==> config.mk <==
export PLATFORM = sky130hd
export DESIGN_NAME = branch_predictor_bp
export DESIGN_NICKNAME = d
export VERILOG_FILES = /design/src/rtl/branch_predictor_bp.sv
export SDC_FILE = /design/constraint.sdc
export NUM_CORES = 2
export LEC_CHECK = 0
export ABC_AREA = 1
export BUFFER_PORTS_ARGS = -buffer_cell sky130_fd_sc_hd__buf_2
export CORE_ASPECT_RATIO = 2
export CORE_UTILIZATION = 40
export DETAILED_ROUTE_END_ITERATION = 8
export PLACE_DENSITY = 0.66
export SLEW_MARGIN = 20
export SYNTH_ARGS = -nofsm -noshare
export SYNTH_HDL_FRONTEND = slang
export SYNTH_SLANG_ARGS = --single-unit
==> constraint.sdc <==
create_clock -name clk -period 4.8 [get_ports clk]
set_clock_uncertainty 0.15 [all_clocks]
set_input_delay 0.48 -clock clk [delete_from_list [all_inputs] [get_ports clk]]
set_output_delay 0.48 -clock clk [all_outputs]
set_load 0.05 [all_outputs]
==> src/rtl/branch_predictor_bp.sv <==
// Dynamic branch predictor: tagged BTB plus saturating-counter pattern table,
// optionally indexed gshare-style with a global history register. Lookups are
// combinational from registered state; training happens at the edge ending an
// EX-stage resolve cycle.
module branch_predictor_bp #(
  parameter int unsigned XLEN     = 32,
  parameter int unsigned ENTRIES  = 64,
  parameter int unsigned TAG_BITS = 8,
  parameter int unsigned CTR_BITS = 2,
  parameter int unsigned GHR_BITS = 0
) (
  input  logic                                      clk,
  input  logic                                      reset,
  // IF-stage lookup
  input  logic                                      if_valid,
  input  logic                                      if_stall,
  input  logic [XLEN-1:0]                           if_pc,
  output logic                                      pred_taken,
  output logic [XLEN-1:0]                           pred_target,
  output logic [((GHR_BITS > 0) ? GHR_BITS : 1)-1:0] pred_ghr,
  // EX-stage resolve / training
  input  logic                                      upd_valid,
  input  logic                                      upd_is_jump,
  input  logic [XLEN-1:0]                           upd_pc,
  input  logic [XLEN-1:0]                           upd_target,
  input  logic                                      upd_taken,
  input  logic                                      upd_pred_taken,
  input  logic [XLEN-1:0]                           upd_pred_target,
  input  logic [((GHR_BITS > 0) ? GHR_BITS : 1)-1:0] upd_ghr,
  output logic                                      upd_mispredict,
  output logic [XLEN-1:0]                           redirect_pc,
  // Statistics
  output logic [XLEN-1:0]                           perf_lookups,
  output logic [XLEN-1:0]                           perf_mispredicts
);

  localparam int unsigned IDX = $clog2(ENTRIES);
  localparam int unsigned GW  = (GHR_BITS > 0) ? GHR_BITS : 1;

  // Weakly not-taken start value and saturation ceiling of the direction counters
  localparam logic [CTR_BITS-1:0] CTR_INIT = CTR_BITS'((1 << (CTR_BITS - 1)) - 1);
  localparam logic [CTR_BITS-1:0] CTR_MAX  = '1;

  // Predictor state
  logic [ENTRIES-1:0]  r_valid;
  logic [ENTRIES-1:0]  r_is_jump;
  logic [TAG_BITS-1:0] r_tag    [ENTRIES];
  logic [XLEN-1:0]     r_target [ENTRIES];
  logic [CTR_BITS-1:0] r_ctr    [ENTRIES];
  logic [GW-1:0]       r_ghr;
  logic [XLEN-1:0]     r_perf_lookups;
  logic [XLEN-1:0]     r_perf_mispredicts;

  // Lookup-side wires
  logic [IDX-1:0]      w_bidx;
  logic [IDX-1:0]      w_pidx;
  logic [IDX-1:0]      w_hist_idx;
  logic [TAG_BITS-1:0] w_if_tag;
  logic                w_hit;
  logic                w_lk_jump;
  logic                w_lk_ctr_taken;
  logic                w_lookup_fire;
  logic [XLEN-1:0]     w_if_pc_plus4;

  // Update-side wires
  logic [IDX-1:0]      w_uidx;
  logic [IDX-1:0]      w_upidx;
  logic [IDX-1:0]      w_uhist_idx;
  logic [TAG_BITS-1:0] w_upd_tag;
  logic                w_btb_we;
  logic                w_ctr_we;
  logic [CTR_BITS-1:0] w_ctr_cur;
  logic [CTR_BITS-1:0] w_ctr_next;
  logic [GW-1:0]       w_ghr_next;

  // PC bits outside the index/tag fields are deliberately ignored
  logic                w_unused_pc_bits;
  assign w_unused_pc_bits = ^{if_pc, upd_pc};

  // History folded onto the index width; bimodal mode contributes nothing
  assign w_hist_idx  = (GHR_BITS == 0) ? '0 : IDX'(r_ghr);
  assign w_uhist_idx = (GHR_BITS == 0) ? '0 : IDX'(upd_ghr);

  // Lookup indexing and tag compare
  assign w_bidx         = if_pc[IDX+1:2];
  assign w_pidx         = w_bidx ^ w_hist_idx;
  assign w_if_tag       = if_pc[IDX+2 +: TAG_BITS];
  assign w_hit          = r_valid[w_bidx] && (r_tag[w_bidx] == w_if_tag);
  assign w_lk_jump      = r_is_jump[w_bidx];
  assign w_lk_ctr_taken = r_ctr[w_pidx][CTR_BITS-1];
  assign w_lookup_fire  = if_valid & ~if_stall;
  assign w_if_pc_plus4  = if_pc + XLEN'(4);

  // Prediction outputs
  assign pred_taken  = if_valid & w_hit & (w_lk_jump | w_lk_ctr_taken);
  assign pred_target = pred_taken ? r_target[w_bidx] : w_if_pc_plus4;
  assign pred_ghr    = r_ghr;

  // Resolve: compare actual outcome against what IF predicted
  assign upd_mispredict = upd_valid &
                          ((upd_taken != upd_pred_taken) |
                           (upd_taken & upd_pred_taken & (upd_target != upd_pred_target)));
  assign redirect_pc    = upd_taken ? upd_target : (upd_pc + XLEN'(4));

  // Training indices and enables; reset suppresses any training this cycle
  assign w_uidx    = upd_pc[IDX+1:2];
  assign w_upidx   = w_uidx ^ w_uhist_idx;
  assign w_upd_tag = upd_pc[IDX+2 +: TAG_BITS];
  assign w_btb_we  = upd_valid & upd_taken & ~reset;
  assign w_ctr_we  = upd_valid & ~upd_is_jump;

  // Saturating increment/decrement of the trained direction counter
  always_comb begin
    w_ctr_cur  = r_ctr[w_upidx];
    w_ctr_next = w_ctr_cur;
    if (upd_taken) begin
      if (w_ctr_cur != CTR_MAX) begin
        w_ctr_next = w_ctr_cur + CTR_BITS'(1);
      end
    end else if (w_ctr_cur != '0) begin
      w_ctr_next = w_ctr_cur - CTR_BITS'(1);
    end
  end

  // Global history next value: mispredict repair beats speculative lookup shift
  always_comb begin
    w_ghr_next = r_ghr;
    if (GHR_BITS == 0) begin
      w_ghr_next = '0;
    end else if (upd_mispredict & ~upd_is_jump) begin
      w_ghr_next = GW'({upd_ghr, upd_taken});
    end else if (upd_mispredict) begin
      w_ghr_next = upd_ghr;
    end else if (w_lookup_fire & w_hit & ~w_lk_jump) begin
      w_ghr_next = GW'({r_ghr, pred_taken});
    end
  end

  // Control state: valid bits, counters, history and statistics
  always_ff @(posedge clk) begin
    if (reset) begin
      r_valid <= '0;
      for (int unsigned i = 0; i < ENTRIES; i++) begin
        r_ctr[i] <= CTR_INIT;
      end
      r_ghr              <= '0;
      r_perf_lookups     <= '0;
      r_perf_mispredicts <= '0;
    end else begin
      if (w_btb_we) begin
        r_valid[w_uidx] <= 1'b1;
      end
      if (w_ctr_we) begin
        r_ctr[w_upidx] <= w_ctr_next;
      end
      r_ghr              <= w_ghr_next;
      r_perf_lookups     <= r_perf_lookups + XLEN'(w_lookup_fire);
      r_perf_mispredicts <= r_perf_mispredicts + XLEN'(upd_mispredict);
    end
  end

  // BTB payload: only meaningful behind a valid bit, so it carries no reset
  always_ff @(posedge clk) begin
    if (w_btb_we) begin
      r_tag[w_uidx]     <= w_upd_tag;
      r_is_jump[w_uidx] <= upd_is_jump;
      r_target[w_uidx]  <= upd_target;
    end
  end

  assign perf_lookups     = r_perf_lookups;
  assign perf_mispredicts = r_perf_mispredicts;

endmodule
# Word level (Yosys, flattened, before mapping)
# Memory sizes are Yosys's and may differ from the RTL's.
# Index checks and enable logic that the tools add are counted.
[word_totals] n_memories=3 ram_bits=2688 word_cells=61 input_bits=137 output_inout_bits=131 reg_bits=192
[classes] bitwise=15 add_sub_neg=6 reduce_logical=4 magnitude_cmp=3 n_mux=22 n_eq_ne=4
[mem_list] name="r_target" words=64 width=32 read_ports=1 rd_clocked_by_memory_dff=0 wr=1 line="48" rtl="logic [XLEN-1:0] r_target [ENTRIES];"
[mem_list] name="r_tag" words=64 width=8 read_ports=1 rd_clocked_by_memory_dff=0 wr=1 line="47" rtl="logic [TAG_BITS-1:0] r_tag [ENTRIES];"
[mem_list] name="r_ctr" words=64 width=2 read_ports=2 rd_clocked_by_memory_dff=0 wr=64 line="49" rtl="logic [CTR_BITS-1:0] r_ctr [ENTRIES];"
[op_table] op="32-bit by 1-bit adder with 32-bit output" count=2
[op_table] op="32-bit by 3-bit adder with 32-bit output, second input constant" count=2
[op_table] op="64-bit bitwise mux" count=1
[op_table] op="32-bit 2-to-1 mux" count=2
[op_table] op="64-bit OR" count=1
[op_table] op="32-bit != test" count=1
[op_table] op="6-bit by 7-bit < comparator with 1-bit output, second input constant" count=2
[op_table] op="1-bit binary-select mux with 6-bit select" count=2
[op_table] op="1-bit 2-to-1 mux" count=11
[op_table] op="1-bit bitwise AND" count=9
[op_table] op="8-bit == test" count=1
[op_table] op="2-bit 2-to-1 mux" count=4
[op_table] op="1-bit demux with 6-bit select" count=1
[op_table] op="6-bit by 1-bit greater-or-equal comparator with 1-bit output, second input constant" count=1
[op_table] op="6-bit 2-to-1 mux" count=1
[op_table] op="1-bit NOT" count=3
[op_table] op="2-bit by 1-bit adder with 2-bit output, second input constant" count=1
[op_table] op="1-bit logical AND" count=2
[op_table] op="2-bit != test, second input constant" count=1
[op_table] op="1-bit OR" count=2
[op_table] op="2-bit nonzero test" count=1
[op_table] op="2-bit OR reduction" count=1
[op_table] op="2-bit by 1-bit subtractor with 2-bit output, second input constant" count=1
[op_table] op="1-bit != test" count=1

# Logic depth before layout (Yosys ltp)
[logic_depth] ltp_word=7 ltp_mapped=23 mapped_depth_nobuf=23

# Worst setup path after synthesis
# OpenSTA, ideal clock, no wires.
[synth_path] kind="input port to flip-flop" start="input upd_target[28]" end="register r_perf_mispredicts[28] (netlist: perf_mispredicts[28])" stages=22 setup_time_ns=0.117 arrival_ns=3.747 path_buffers=0 path_slack_ns=0.785 cell_sequence="inv_1 > or2_2 > o2111ai_1 > nor3_1 > nand3_1 > a21oi_1 > nor2_1 > ha_1 > ha_1 > nand3_1 > nor2_1 > nand2_1 > nor2_1 > nand3_1 > nor2_1 > nand2_1 > nor2_1 > nand2_1 > nor2_1 > nand3_1 > o21ai_0 > nor2_1"
[synth_between] elab_chain_len=5
[synth_rtl] item="from (decl)" line="25" rtl="input logic [XLEN-1:0] upd_target,"
[synth_rtl] item="32-bit != test" line="102" rtl="(upd_taken & upd_pred_taken & (upd_target != upd_pred_target)));"
[synth_rtl] item="1-bit bitwise AND" line="102"
[synth_rtl] item="1-bit OR" line="101" rtl="((upd_taken != upd_pred_taken) |"
[synth_rtl] item="1-bit bitwise AND" line="100" rtl="assign upd_mispredict = upd_valid &"
[synth_rtl] item="net upd_mispredict" line="30" rtl="output logic upd_mispredict,"
[synth_rtl] item="32-bit by 1-bit adder with 32-bit output" line="158" rtl="r_perf_mispredicts <= r_perf_mispredicts + XLEN'(upd_mispredict);"
[synth_rtl] item="to (signal assigned)" line="158"
[synth_rtl] item="to (decl)" line="52" rtl="logic [XLEN-1:0] r_perf_mispredicts;"
# The timed path passes the listed nets, and every way through them passes these cells.
# A chain may end at the register's enable or synchronous reset.

# Worst setup path after layout
[layout_path] start="register r_is_jump[34]" end="output pred_target[27]"
[layout_between] elab_chain_len=5
[layout_rtl] item="from (decl)" line="46" rtl="logic [ENTRIES-1:0] r_is_jump;"
[layout_rtl] item="from (signal, indexed assignment)" line="166" rtl="r_is_jump[w_uidx] <= upd_is_jump;"
[layout_rtl] item="1-bit binary-select mux with 6-bit select" line="89" rtl="assign w_lk_jump = r_is_jump[w_bidx];"
[layout_rtl] item="1-bit 2-to-1 mux (not written as such)" line="89"
[layout_rtl] item="1-bit OR" line="95" rtl="assign pred_taken = if_valid & w_hit & (w_lk_jump | w_lk_ctr_taken);"
[layout_rtl] item="1-bit bitwise AND" line="95"
[layout_rtl] item="32-bit 2-to-1 mux" line="96" rtl="assign pred_target = pred_taken ? r_target[w_bidx] : w_if_pc_plus4;"
[layout_rtl] item="to (decl)" line="19" rtl="output logic [XLEN-1:0] pred_target,"
# Every way passes these cells. The select of a mux whose other input is x is not followed.

==> impl_metrics.ini <==
[cts]
postCtsHoldBufs = 11
cts_max_level = 4
clk_pin_slew_worst_paths_ns = 0.07
cts_tree = done
clk_latency_ns = 0.94
cts_resized = 0
cts_inserted_buffers = 225
clock-sinks = 2880
cts.path.max_buffers = 4
postCtsSetupBuffers = 0
root_buffer = clkbuf_16

[critical_path]
crit_fanout = 33
crit_path_end_kind = output pin
ff2ff_path_depth = 13
rr_endpoint = perf_lookups[26]$_SDFF_PP0_
cp-startpoint = r_is_jump[34]$_DFFE_PP_
rr_startpoint = perf_lookups[0]$_SDFF_PP0_
crit_path_start_kind = register
crit_type = register to output pin
critPathRequiredTime_ns = 4.17
rrSetupSlack_ns = 1.74
cp-endpoint = pred_target[27]
crit_arrival_ns = 3.90

[floorplanning]
fp.coreArea_um2 = 297400
fp.dieW_um = 389.0
ios = 268
fp-row-count = 283
start_util = 0.4029
die_h_um = 776.1
die_area_um2 = 301900

[placement]
place.gp.congestion = 0.9905
place_inst = 14220
pre_cts_ws_ns = 0.3536
hpwlAfterDp_um = 264500
numPortBuffers = 265

[synthesis]
postSynthCellCount = 10320
synth-seq-cells = 2880
synth.avg_cell_area_um2 = 11.62
synth-seq-area-share = 0.7109
synth_top_area_frac = 0.6896
yosys_warnings = 0
synth_cell_types = 53
synth.area.top_cells = edfxtp_1 69%, nor2_1 5.3%, o21ai_0 5.0%, nand2_1 4.5%, nand3_1 3.0%
yosysTopAreaCell = edfxtp_1
synth_ff_type = edfxtp_1
syn_area_um2 = 119800
synth_edf_count = 2752
syn-num-nets = 10460
async_flop_share = 0

[drt]
avgRoutedWirePerCell_um = 30.14
first_pass_iters = 9
drc_errors = 0
ant_nets = 0
via_per_inst = 6.017
via_count = 88150
drt-total-wl_um = 441500
drt_iter0_drc = 11510

[finish]
layout_commonest_cell = edfxtp_1
fill_cells = 26470
syn_to_final_growth_pct = 13.98
layout_common_cells = 2752 x edfxtp_1, 1630 x nor2_1, 1450 x nand2_1, 1204 x o21ai_0, 716 x nand3_1
final_layout_size_suffix_gt1_frac = 0.1090
fin_nets = 10750
stdcell_count = 14650

[timing]
worst_slew_pin_slew_ns = 1.174
slew-limit-headroom = 0.2157
hold_viol = 0
fin_ws_ns = 0.2656
setup_tns_ns = 0
setup_viol = 0
fmax_mhz = 220.5
fin_crit_ns = 4.534
final_max_slew_viol_count = 0
rsz0062_at_grt = no
fin_crit_sh = 0.9447

[global_routing]
grt_max_degree = 142
grt_pass1_vias = 85210
overflow = 0
antenna_found_initial = 29
track_usage = 0.2842
grt_pass1_wl_um = 611600

[worst_hold_path]
min_path_type = input port to register
hold_path_depth = 2

[pwr]
vdd_ir_drop_max_v = 0.0003253
power_density_nw_per_um2 = 371.0
leakage_nw = 46.07

[run]
drv_cap = 0

[status]
status = finished clean
## state kept, by name, summed over array words and instances, names as in the netlist
name,flops
r_tag,512
r_is_jump,64
perf_lookups,32
r_valid,64
perf_mispredicts,32
r_ctr,128
r_target,2048
## area by class of cell
| cell class | count | area, um2 | area share |
|---|---|---|---|
| flip-flops and latches | 2880 | 85200 | 0.6238 |
| multi-input cells | 6240 | 30080 | 0.2202 |
| repair buffers | 737 | 7242 | 0.05302 |
| clock buffers | 292 | 6087 | 0.04456 |
| well taps | 3847 | 4813 | 0.03524 |
| inverters | 524 | 2009 | 0.01471 |
| clock inverters | 112 | 1116 | 0.008171 |
| diodes | 18 | 45.04 | 0.0003298 |
## critical path: stages, from the launching register on
cell and delay, ns:
edfxtp_1 0.40, nand3b_1 0.13, nand2_1 0.07, o21ai_0 0.79
nand2b_1 0.12, nand3_1 0.11, nand2_1 0.06, nor2_1 0.12
nor2_1 0.06, buf_4 0.19, nor2_1 0.19, nand3_2 0.12
buf_12 0.19, o21bai_1 0.13, nand2_1 0.14, buf_12 0.18
## layer usage
metal,up-vias,share of wire,track usage
met2,5874,0.47,0.4674
met1,43230,0.32,0.3110
met3,1678,0.10,0.05259
met4,10,0.11,0.2619
li1,37360,-,-
met5,-,0.00016,0
## metrics by stage
step           hold slack (ns)  utilization  total power, mW  area (um2)
6_report               0.01180       0.4592            50.67      136600
5_1_grt              0.0008329       0.4591            51.71      136600
4_1_cts             0.00004585       0.4591            50.67      136500
3_5_place_dp            0.3041       0.4345            32.17      129200
3_3_place_gp            0.2962       0.4345            32.10      129200
2_1_floorplan           0.2902            -            30.16      119800
## worst min path at each step
stage | from | endpoint | slack [ns]
after CTS | upd_target[17] | r_target[3][17]$_DFFE_PP_ | 0.00005
after floorplan | r_valid[11]$_SDFFE_PP0P_ | r_valid[11]$_SDFFE_PP0P_ | 0.29
final | upd_target[24] | r_target[21][24]$_DFFE_PP_ | 0.01
after global placement | r_valid[27]$_SDFFE_PP0P_ | r_valid[27]$_SDFFE_PP0P_ | 0.30
after detailed placement | r_valid[58]$_SDFFE_PP0P_ | r_valid[58]$_SDFFE_PP0P_ | 0.30
after global routing | upd_target[24] | r_target[21][24]$_DFFE_PP_ | 0.0008
## Yosys cell counts (3+ instances only)
cell type and n:
a211oi_1 3, a21oi_1 152, a221oi_1 7, a22oi_1 14, a31oi_1 6, and3_1 10
buf_1 39, buf_2 201, buf_4 55, buf_6 16, clkbuf_1 362, dfxtp_1 128
edfxtp_1 2752, ha_1 7, inv_1 498, inv_2 24, nand2_1 1451, nand2_2 5
nand3_1 716, nand3_2 6, nand3b_1 9, nand4_1 50, nor2_1 1696, nor2_2 8
nor3_1 45, nor3_2 6, nor4_1 13, o2111ai_1 6, o211ai_1 103, o21a_1 26
o21ai_0 1204, o21ai_1 35, o21bai_1 32, o221ai_1 184, o22ai_1 339, or2_2 7
xnor2_1 40, xor2_1 41
## cell families after synthesis
logic type / Yosys count / synth area share
other: 1 / 0.00003129
buffers and inverters: 1197 / 0.04231
and+or+nand+nor: 4034 / 0.1380
DFF: 2880 / 0.7109
xor gates and xnor gates: 81 / 0.005920
AOI/OAI and AO/OA: 2117 / 0.1021
adders and majority gates: 7 / 0.0007308
## report_power, final
group | internal [mW] | total [mW] | switching, mW | leakage (nW)
sequential | 27.5 | 27.6 | 0.0321 | 25.8
clock | 10.0 | 19.0 | 8.92 | 3.49
combinational | 1.08 | 4.15 | 3.07 | 16.8
(Power assumes the default switching activity.)
